===== src/rtl/fetch_ctrl_if.sv =====
// Bundles the PC-register, instruction-memory and decode handshakes of fetch_ctrl.
// The master modport is the fetch controller and the slave modport is its environment.
interface fetch_ctrl_if;
  logic [31:0] i_pc;
  logic [31:0] o_pc_next;
  logic        o_pc_stall;
  logic        i_redirect;
  logic [31:0] i_redirect_pc;
  logic        o_imem_req;
  logic [31:0] o_imem_addr;
  logic        i_imem_ack;
  logic [31:0] i_imem_rdata;
  logic        o_instr_valid;
  logic [31:0] o_instr;
  logic [31:0] o_instr_pc;
  logic        i_id_ready;
  logic        o_fault;

  modport master (
    input  i_pc, i_redirect, i_redirect_pc, i_imem_ack, i_imem_rdata, i_id_ready,
    output o_pc_next, o_pc_stall, o_imem_req, o_imem_addr,
           o_instr_valid, o_instr, o_instr_pc, o_fault
  );

  modport slave (
    output i_pc, i_redirect, i_redirect_pc, i_imem_ack, i_imem_rdata, i_id_ready,
    input  o_pc_next, o_pc_stall, o_imem_req, o_imem_addr,
           o_instr_valid, o_instr, o_instr_pc, o_fault
  );
endinterface


===== src/rtl/fetch_ctrl.sv =====
// Single-outstanding instruction fetch controller: issues one request, holds the returned
// word for decode, squashes stale returns after a redirect and faults on a memory timeout.
module fetch_ctrl #(
  parameter logic [31:0] PC_STEP = 32'd4,
  parameter int unsigned TIMEOUT = 64
) (
  input  logic          i_clk,
  input  logic          i_reset,
  fetch_ctrl_if.master  bus
);

  localparam logic [2:0] IDLE    = 3'd0;
  localparam logic [2:0] FETCH   = 3'd1;
  localparam logic [2:0] HOLD    = 3'd2;
  localparam logic [2:0] DISCARD = 3'd3;
  localparam logic [2:0] FAULT   = 3'd4;

  localparam logic [7:0] LAST_WAIT = 8'(TIMEOUT - 1);

  logic [2:0]  state_q, state_d;
  logic [7:0]  wait_cnt_q, wait_cnt_d;
  logic [31:0] discard_addr_q, discard_addr_d;
  logic        instr_valid_q, instr_valid_d;
  logic [31:0] instr_q, instr_d;
  logic [31:0] instr_pc_q, instr_pc_d;
  logic        fault_q, fault_d;

  logic        pc_stall;
  logic [31:0] pc_next;
  logic        imem_req;
  logic [31:0] imem_addr;

  always_comb begin
    // NOTE: every signal gets a default here so no path through the case infers a latch.
    state_d        = state_q;
    wait_cnt_d     = wait_cnt_q;
    discard_addr_d = discard_addr_q;
    instr_valid_d  = instr_valid_q;
    instr_d        = instr_q;
    instr_pc_d     = instr_pc_q;
    fault_d        = fault_q;
    pc_stall       = 1'b1;
    pc_next        = bus.i_pc + PC_STEP;
    imem_req       = 1'b0;
    imem_addr      = bus.i_pc;

    case (state_q)
      IDLE: begin
        wait_cnt_d = 8'd0;
        state_d    = FETCH;
      end

      FETCH: begin
        imem_req = 1'b1;
        if (bus.i_redirect) begin
          pc_stall      = 1'b0;
          pc_next       = bus.i_redirect_pc;
          instr_valid_d = 1'b0;
          if (bus.i_imem_ack) begin
            wait_cnt_d = 8'd0;
          end else begin
            // The request stays on the bus, so remember its address to retire it later.
            discard_addr_d = bus.i_pc;
            state_d        = DISCARD;
          end
        end else if (bus.i_imem_ack) begin
          pc_stall      = 1'b0;
          instr_d       = bus.i_imem_rdata;
          instr_pc_d    = bus.i_pc;
          instr_valid_d = 1'b1;
          wait_cnt_d    = 8'd0;
          state_d       = HOLD;
        end
      end

      DISCARD: begin
        imem_req  = 1'b1;
        imem_addr = discard_addr_q;
        if (bus.i_redirect) begin
          pc_stall      = 1'b0;
          pc_next       = bus.i_redirect_pc;
          instr_valid_d = 1'b0;
        end
        if (bus.i_imem_ack) begin
          wait_cnt_d = 8'd0;
          state_d    = FETCH;
        end
      end

      HOLD: begin
        wait_cnt_d = 8'd0;
        if (bus.i_redirect) begin
          pc_stall      = 1'b0;
          pc_next       = bus.i_redirect_pc;
          instr_valid_d = 1'b0;
          state_d       = FETCH;
        end else if (bus.i_id_ready) begin
          instr_valid_d = 1'b0;
          state_d       = FETCH;
        end
      end

      FAULT: begin
        wait_cnt_d = 8'd0;
      end

      default: begin
        state_d = IDLE;
      end
    endcase

    // Timeout overrides any redirect-driven next state; the PC update still happens.
    if ((state_q == FETCH || state_q == DISCARD) && !bus.i_imem_ack) begin
      if (wait_cnt_q == LAST_WAIT) begin
        state_d       = FAULT;
        fault_d       = 1'b1;
        instr_valid_d = 1'b0;
        wait_cnt_d    = 8'd0;
      end else if (wait_cnt_q != 8'hFF) begin
        wait_cnt_d = wait_cnt_q + 8'd1;
      end
    end
  end

  always_ff @(posedge i_clk or posedge i_reset) begin
    // NOTE: sequential state is written only with <= so every flop samples pre-edge values.
    if (i_reset) begin
      state_q        <= IDLE;
      wait_cnt_q     <= 8'd0;
      discard_addr_q <= 32'd0;
      instr_valid_q  <= 1'b0;
      instr_q        <= 32'd0;
      instr_pc_q     <= 32'd0;
      fault_q        <= 1'b0;
    end else begin
      state_q        <= state_d;
      wait_cnt_q     <= wait_cnt_d;
      discard_addr_q <= discard_addr_d;
      instr_valid_q  <= instr_valid_d;
      instr_q        <= instr_d;
      instr_pc_q     <= instr_pc_d;
      fault_q        <= fault_d;
    end
  end

  assign bus.o_pc_next     = pc_next;
  assign bus.o_pc_stall    = pc_stall;
  assign bus.o_imem_req    = imem_req;
  assign bus.o_imem_addr   = imem_addr;
  assign bus.o_instr_valid = instr_valid_q;
  assign bus.o_instr       = instr_q;
  assign bus.o_instr_pc    = instr_pc_q;
  assign bus.o_fault       = fault_q;

endmodule

===== src/flat_wrapper.sv =====
// flat-port wrapper written by rule: the top's interface ports become plain ports
module fetch_ctrl_flat 
#(
  parameter logic [31:0] PC_STEP = 32'd4,
  parameter int unsigned TIMEOUT = 64
)
  (i_clk, i_reset, bus_i_pc, bus_i_redirect, bus_i_redirect_pc, bus_i_imem_ack, bus_i_imem_rdata, bus_i_id_ready, bus_o_pc_next, bus_o_pc_stall, bus_o_imem_req, bus_o_imem_addr, bus_o_instr_valid, bus_o_instr, bus_o_instr_pc, bus_o_fault);
  fetch_ctrl_if bus_i ();
  input  logic i_clk;
  input  logic i_reset;
  input wire logic [$bits(bus_i.i_pc)-1:0] bus_i_pc;
  input wire logic [$bits(bus_i.i_redirect)-1:0] bus_i_redirect;
  input wire logic [$bits(bus_i.i_redirect_pc)-1:0] bus_i_redirect_pc;
  input wire logic [$bits(bus_i.i_imem_ack)-1:0] bus_i_imem_ack;
  input wire logic [$bits(bus_i.i_imem_rdata)-1:0] bus_i_imem_rdata;
  input wire logic [$bits(bus_i.i_id_ready)-1:0] bus_i_id_ready;
  output wire logic [$bits(bus_i.o_pc_next)-1:0] bus_o_pc_next;
  output wire logic [$bits(bus_i.o_pc_stall)-1:0] bus_o_pc_stall;
  output wire logic [$bits(bus_i.o_imem_req)-1:0] bus_o_imem_req;
  output wire logic [$bits(bus_i.o_imem_addr)-1:0] bus_o_imem_addr;
  output wire logic [$bits(bus_i.o_instr_valid)-1:0] bus_o_instr_valid;
  output wire logic [$bits(bus_i.o_instr)-1:0] bus_o_instr;
  output wire logic [$bits(bus_i.o_instr_pc)-1:0] bus_o_instr_pc;
  output wire logic [$bits(bus_i.o_fault)-1:0] bus_o_fault;
  assign bus_i.i_pc = bus_i_pc;
  assign bus_i.i_redirect = bus_i_redirect;
  assign bus_i.i_redirect_pc = bus_i_redirect_pc;
  assign bus_i.i_imem_ack = bus_i_imem_ack;
  assign bus_i.i_imem_rdata = bus_i_imem_rdata;
  assign bus_i.i_id_ready = bus_i_id_ready;
  assign bus_o_pc_next = bus_i.o_pc_next;
  assign bus_o_pc_stall = bus_i.o_pc_stall;
  assign bus_o_imem_req = bus_i.o_imem_req;
  assign bus_o_imem_addr = bus_i.o_imem_addr;
  assign bus_o_instr_valid = bus_i.o_instr_valid;
  assign bus_o_instr = bus_i.o_instr;
  assign bus_o_instr_pc = bus_i.o_instr_pc;
  assign bus_o_fault = bus_i.o_fault;
  fetch_ctrl #(.PC_STEP(PC_STEP), .TIMEOUT(TIMEOUT)) u_core (.i_clk(i_clk), .i_reset(i_reset), .bus(bus_i));
endmodule

===== config.mk =====
export PLATFORM = sky130hd
export DESIGN_NAME = fetch_ctrl_flat
export DESIGN_NICKNAME = d
export VERILOG_FILES = /design/src/rtl/fetch_ctrl_if.sv /design/src/rtl/fetch_ctrl.sv /design/src/flat_wrapper.sv
export SDC_FILE = /design/constraint.sdc
export NUM_CORES = 1
export LEC_CHECK = 0
export ABC_AREA = 0
export BUFFER_PORTS_ARGS = -buffer_cell sky130_fd_sc_hd__buf_2
export CELL_PAD_IN_SITES_DETAIL_PLACEMENT = 1
export CELL_PAD_IN_SITES_GLOBAL_PLACEMENT = 1
export CORE_MARGIN = 2
export CORE_UTILIZATION = 33
export CTS_CLUSTER_SIZE = 12
export DETAILED_ROUTE_END_ITERATION = 7
export PLACE_DENSITY = 0.87
export SLEW_MARGIN = 40
export SYNTH_ARGS = -nofsm -noshare
export SYNTH_HDL_FRONTEND = slang
export SYNTH_SLANG_ARGS = --single-unit
export TNS_END_PERCENT = 5

===== constraint.sdc =====
create_clock -name i_clk -period 3.05 [get_ports i_clk]
set_clock_uncertainty 0.05 [all_clocks]
set_input_delay 0.305 -clock i_clk [delete_from_list [all_inputs] [get_ports i_clk]]
set_output_delay 0.305 -clock i_clk [all_outputs]
set_load 0.05 [all_outputs]

### Yosys cells after proc, flatten, opt, wreduce, memory -nomap -nowiden

Cells that the tools add are included.

| cells by class | value |
|---|---|
| $add $sub $neg | 2 |
| equality and inequality tests | 6 |
| muxes and demuxes | 30 |
| bitwise gates (word level) | 2 |
| reduce and logical (&&, ||, !) cells | 11 |

Operator list:

| operator | number |
|---|---|
| 2-to-1 mux 32 bit | 3 |
| adder 32 x 3 -> 32 bit (second input constant) | 1 |
| 2-to-1 mux 8 bit | 4 |
| 2-to-1 mux 3 bit | 8 |
| case mux 8 bit (2 select lines) | 1 |
| case mux 3 bit (5 select lines) | 1 |
| 2-to-1 mux 1 bit | 11 |
| adder 8 x 1 -> 8 bit (second input constant) | 1 |
| equality test 8 x 6 -> 1 bit (second input constant) | 1 |
| inequality test 8 bit (second input constant) | 1 |
| equality test 3 x 2 -> 1 bit (second input constant) | 2 |
| AND reduction 3 bit | 2 |
| OR reduction 3 bit | 2 |
| OR reduction 2 bit | 2 |
| equality test 3 x 1 -> 1 bit (second input constant) | 1 |
| equality test 3 bit (second input constant) | 1 |
| zero test 3 bit | 1 |
| case mux 1 bit (3 select lines) | 1 |
| NOT 1 bit | 2 |
| case mux 1 bit (2 select lines) | 1 |
| AND reduction 2 bit | 1 |
| logical AND 1 bit | 1 |
| zero test 1 bit | 1 |
| logical OR 1 bit | 1 |

| word-level totals | value |
|---|---|
| register bits | 109 |
| input bits | 101 |
| output and inout bits | 132 |
| logic and storage cells | 58 |

### Longest topological paths before layout

| logic depth | value |
|---|---|
| word-level depth | 6 |
| gate-level depth with buffers | 7 |
| depth with buffers taken out | 5 |

### Worst setup path after synthesis

No wires, ideal clock.

| path | value |
|---|---|
| kind | in2out |
| from | input bus_i_pc[7] |
| to | output bus_o_pc_next[28] |
| arrival | 2608 ps |
| data required time | 2695 ps |
| path slack | 87 ps |
| stages on the path | 6 |
| buffers on the path | 2 |
| cell sequence | clkbuf_2 nand3_4 or4_4 buf_6 or4_1 a31oi_1 |

| on the way | value |
|---|---|
| word-level cells in the longest chain between the ends | 3 |

Ends and longest elaborated chain:

| what | RTL line | source |
|---|---|---|
| start: declaration | flat_wrapper.sv:11 | `input wire logic [$bits(bus_i.i_pc)-1:0] bus_i_pc;` |
| adder 32 x 3 -> 32 bit * | fetch_ctrl.sv:43 | `pc_next = bus.i_pc + PC_STEP;` |
| 2-to-1 mux 32 bit | fetch_ctrl.sv:55, fetch_ctrl.sv:79, fetch_ctrl.sv:92 |  |
| 2-to-1 mux 32 bit * | - |  |
| end: declaration | flat_wrapper.sv:17 | `output wire logic [$bits(bus_i.o_pc_next)-1:0] bus_o_pc_next;` |

Every way passes the cells marked *; elsewhere a longest branch is shown, timed or not.

### Final worst setup path

| path | value |
|---|---|
| from | input bus_i_pc[2] |
| to | output bus_o_pc_next[30] |

Same word-level chain as after synthesis.

==> results.md <==
* Cell breakdown of the critical path: buf_2 -> ha_1 -> and4_1 -> nand2_1 -> or4_1 -> a31oi_1 -> buf_2
* Type of the worst setup path: input port to primary output
* Data arrival time of the worst path at 2.43 ns
* Final worst path period need at 2.789 ns
* Average detailed-routed wire length per instance at 18.84 um
* Final Hold Violating Endpoints at 0
* Cell type contributing the most total cell area after synthesis: sky130_fd_sc_hd__dfrtp_1
* Count of flip-flops with a built-in enable after synthesis at 0
* Number of antenna violations at the first check in global routing at 1
* Tightest hold margin at 0.1288 ns
* Num Clock Sinks at 109
* Number of DRC markers in iteration 0 at 196
* Via/cell ratio at 5.136
* Total of cells resized after clock tree synthesis at 0
* Final Instance Count excl. Fillers at 974
* Total half-perimeter wirelength after legalization and detailed placement at 14130 um
* Final Max Tran Viols at 0
* Area after DPL at 0.007202 mm2
* Reported max-cap violation count at 0
* Final number of setup-violating endpoints at 0
* Total power at 6.354 mW
* Initial cell density of the core at 0.3346
* Worst setup slack after layout at 0.2609 ns
* RSZ-0062 raised after global routing: no
* Top achievable clock speed at 358.5 MHz
* Class of the worst hold path: input port to flip-flop
* Power per cell area at 845.7 mW/mm2
* # port buffers at 232
* Number of global-route vias before repair at 5477
* Core Footprint at 0.01718 mm2
* Post-detailed-route DRC marker count at 0
* Slew of the pin with the lowest slew margin at 0.5596 ns
* Buffers inserted by post-CTS timing repair at 0
* Buf+Inv Stages, Crit Path at 2
* Worst-skew pair later-pin latency at 0.35 ns
* Delay of the slowest critical-path stage at 0.57 ns
* Startpoint kind of the worst setup timing path: input port
* Flip-flop and latch count after synthesis at 109
* CTS H-tree depth at 3
* Required time worst endpoint at 2.69 ns
* Buffer cell driving the clock tree root: sky130_fd_sc_hd__clkbuf_16
* Overall overflow remaining after global route at 0
* Post-Route Setup TNS at 0 ns
* Pleak at 3.424 nW
* Max Root-Sink Buffers at 2
* Synthesized area per cell at 11.05 um2
* Cell count after synthesis at 520
* Share of the synthesized area in the top cell type at 0.4745
* Number of nets in the synthesized netlist at 623
* Layout Area Growth over Synthesis at 30.71%
* Status: complete, no violations
* Global-route wire length before repair at 28860 um
* CTS tree: built
* Total routing usage reported by global routing at 0.2021
* Die outline height at 136.0 um
* CP Max Fanout at 14
* Critical Path End Type: primary output
* Length of the first detailed-routing pass in iterations at 4
* Post-Place Worst Slack at 0.2641 ns
* Die area at 0.01849 mm2
* Cell area after layout at 0.007513 mm2
* Crit share post-route at 0.9145
* Sequential area share after synthesis at 0.4745
* Cell area after synthesis at 0.005748 mm2
* Crit-path leading delay family: simple AND/OR/NAND/NOR gates
* Number of distinct library cells after synthesis at 50
* Ranking of synthesized cells by area: sky130_fd_sc_hd__dfrtp_1 (47%), sky130_fd_sc_hd__mux2_2 (24%), sky130_fd_sc_hd__nand2_1 (2.9%)
* Number of routed nets with antenna violations at 0
* Final Core Density at 0.4374
* Max transition margin at 0.6269
* Detailed-route wire length at 18350 um
* Net total in the final layout at 846
* Top_reg_cell synth: sky130_fd_sc_hd__dfrtp_1
* Cell with the largest stage delay on the worst path: sky130_fd_sc_hd__or4_1
* Maximum number of pins on one net before global-route repair at 55
* Count of fill cells added during filler insertion at 2044
* Share of async-settable or async-resettable flops after synthesis at 1.000
* Via count of the routed design at 5002
* Cell seen most often among critical-path stages: sky130_fd_sc_hd__buf_2
* Last weighted congestion value of the routability-driven placer at 0.7875
* Number of placed instances with taps included at 956
* Width of the chip at 136.0 um
* Num ports at 233
* Fraction of layout cells with a size suffix above 1 at 0.5294
* Largest vdd supply drop at 0.5256 mV
* Yosys warning total at 0
* Std cell rows at 48
* Number of buffers added by the clock tree synthesis step at 9
* Clock transition at the registers of the reported paths at 0.08 ns
==> synth_stat cells (4+ instances only) <==
cell / count
sky130_fd_sc_hd__mux2_2: 122
sky130_fd_sc_hd__dfrtp_1: 109
sky130_fd_sc_hd__nand2_1: 44
sky130_fd_sc_hd__o21ai_0: 27
sky130_fd_sc_hd__nor2_1: 25
sky130_fd_sc_hd__clkbuf_1: 21
sky130_fd_sc_hd__a31oi_1: 15
sky130_fd_sc_hd__nand3_1: 12
sky130_fd_sc_hd__nand4_1: 11
sky130_fd_sc_hd__buf_2: 10
sky130_fd_sc_hd__o31ai_1: 10
sky130_fd_sc_hd__or4_1: 9
sky130_fd_sc_hd__a21oi_1: 8
sky130_fd_sc_hd__inv_1: 8
sky130_fd_sc_hd__xnor2_1: 7
sky130_fd_sc_hd__xor2_1: 7
sky130_fd_sc_hd__and4_1: 6
sky130_fd_sc_hd__nor4_1: 6
sky130_fd_sc_hd__nor2b_1: 5
sky130_fd_sc_hd__nor3_1: 5
sky130_fd_sc_hd__or3_1: 5
sky130_fd_sc_hd__and3_1: 4
sky130_fd_sc_hd__buf_1: 4
==> cell usage in the layout, fill, tap and decap left out, types with 5 or more instances in the layout <==
cell type / count
sky130_fd_sc_hd__mux2_2: 122
sky130_fd_sc_hd__o21ai_0: 27
sky130_fd_sc_hd__inv_1: 7
sky130_fd_sc_hd__o31ai_1: 10
sky130_fd_sc_hd__buf_4: 13
sky130_fd_sc_hd__clkbuf_16: 9
sky130_fd_sc_hd__or3_1: 5
sky130_fd_sc_hd__a21oi_1: 8
sky130_fd_sc_hd__nor2b_1: 5
sky130_fd_sc_hd__nand4_1: 11
sky130_fd_sc_hd__or4_1: 9
sky130_fd_sc_hd__dfrtp_1: 109
sky130_fd_sc_hd__nand3_1: 12
sky130_fd_sc_hd__buf_2: 232
sky130_fd_sc_hd__and4_1: 6
sky130_fd_sc_hd__xor2_1: 7
sky130_fd_sc_hd__xnor2_1: 7
sky130_fd_sc_hd__nor2_1: 24
sky130_fd_sc_hd__nor3_1: 5
sky130_fd_sc_hd__a31oi_1: 15
sky130_fd_sc_hd__nor4_1: 6
sky130_fd_sc_hd__nand2_1: 43
==> registers in the layout (all words and copies together) (netlist names) <==
register,cells
u_core.bus.o_fault,1
u_core.bus.o_instr,32
u_core.bus.o_instr_pc,32
u_core.bus.o_instr_valid,1
u_core.discard_addr_q,32
u_core.state_q,3
u_core.wait_cnt_q,8
==> layer usage <==
metal	track usage	part of all wire
met5	0	0
met4	0.07350	0.026
met3	0.04884	0.053
met2	0.3533	0.51
met1	0.2416	0.41
==> what timing repair did <==
item	in CTS	in global routing
setup endpoints to repair	0	0
endpoints found under the hold margin	14	0
hold buffers	1	0
==> cell type report <==
class,count,area (um2),share of cell area
Clock inverter,6,70.07,0.009326
Antenna cell,1,2.502,0.0003331
Clock buffer,10,229.0,0.03047
Timing Repair Buffer,249,1329,0.1769
Inverter,8,33.78,0.004496
Sequential cell,109,2728,0.3630
Multi-Input combinational cell,366,2840,0.3780
Tap cell,225,281.5,0.03747
==> cells by family (layout without fill, tap and decap cells) <==
logic type	count (synthesis)	after routing	synth area share
xor gates and xnor gates	14	14	0.02133
other	0	1	0
adders and majority gates	2	2	0.004353
buffers and inverters	45	273	0.03309
DFF	109	109	0.4745
AOI/OAI and AO/OA	74	74	0.08032
and+or+nand+nor	153	153	0.1456
muxes	123	123	0.2407
==> report_power, final <==
part,internal (mW),leakage [nW],total (mW),switching [mW]
Clock,0.646,0.147,1.20,0.555
Combinational,0.847,1.97,3.06,2.21
Sequential,1.88,1.31,2.09,0.219
Total,3.37,3.42,6.35,2.99
==> worst reg2reg max path, delay by kind of cell (launching register included) <==
kind / cells / cell delay, ns
mux: 1 / 0.44
buf+inv: 2 / 0.57
simple gates: 3 / 0.42
flops: 1 / 0.53
==> worst paths after layout <==
| path | start | end | slack, ns | cells past startpoint |
|---|---|---|---|---|
| worst max-delay path | bus_i_pc[2] | bus_o_pc_next[30] | 0.26 | 7 |
| worst min-delay path | bus_i_imem_rdata[18] | u_core.bus.o_instr[18] | 0.13 | 2 |
| worst max register to register | u_core.state_q[0] | u_core.bus.o_instr[24] | 0.94 | 6 |
| worst min register to register | u_core.bus.o_fault | u_core.bus.o_fault | 0.43 | 1 |
| max in group asynchronous | i_reset | u_core.bus.o_instr[31] | 1.63 | 4 |
| min in group asynchronous | i_reset | u_core.discard_addr_q[10] | 0.44 | 3 |
Note: power is estimated with default switching activity, not from simulation.
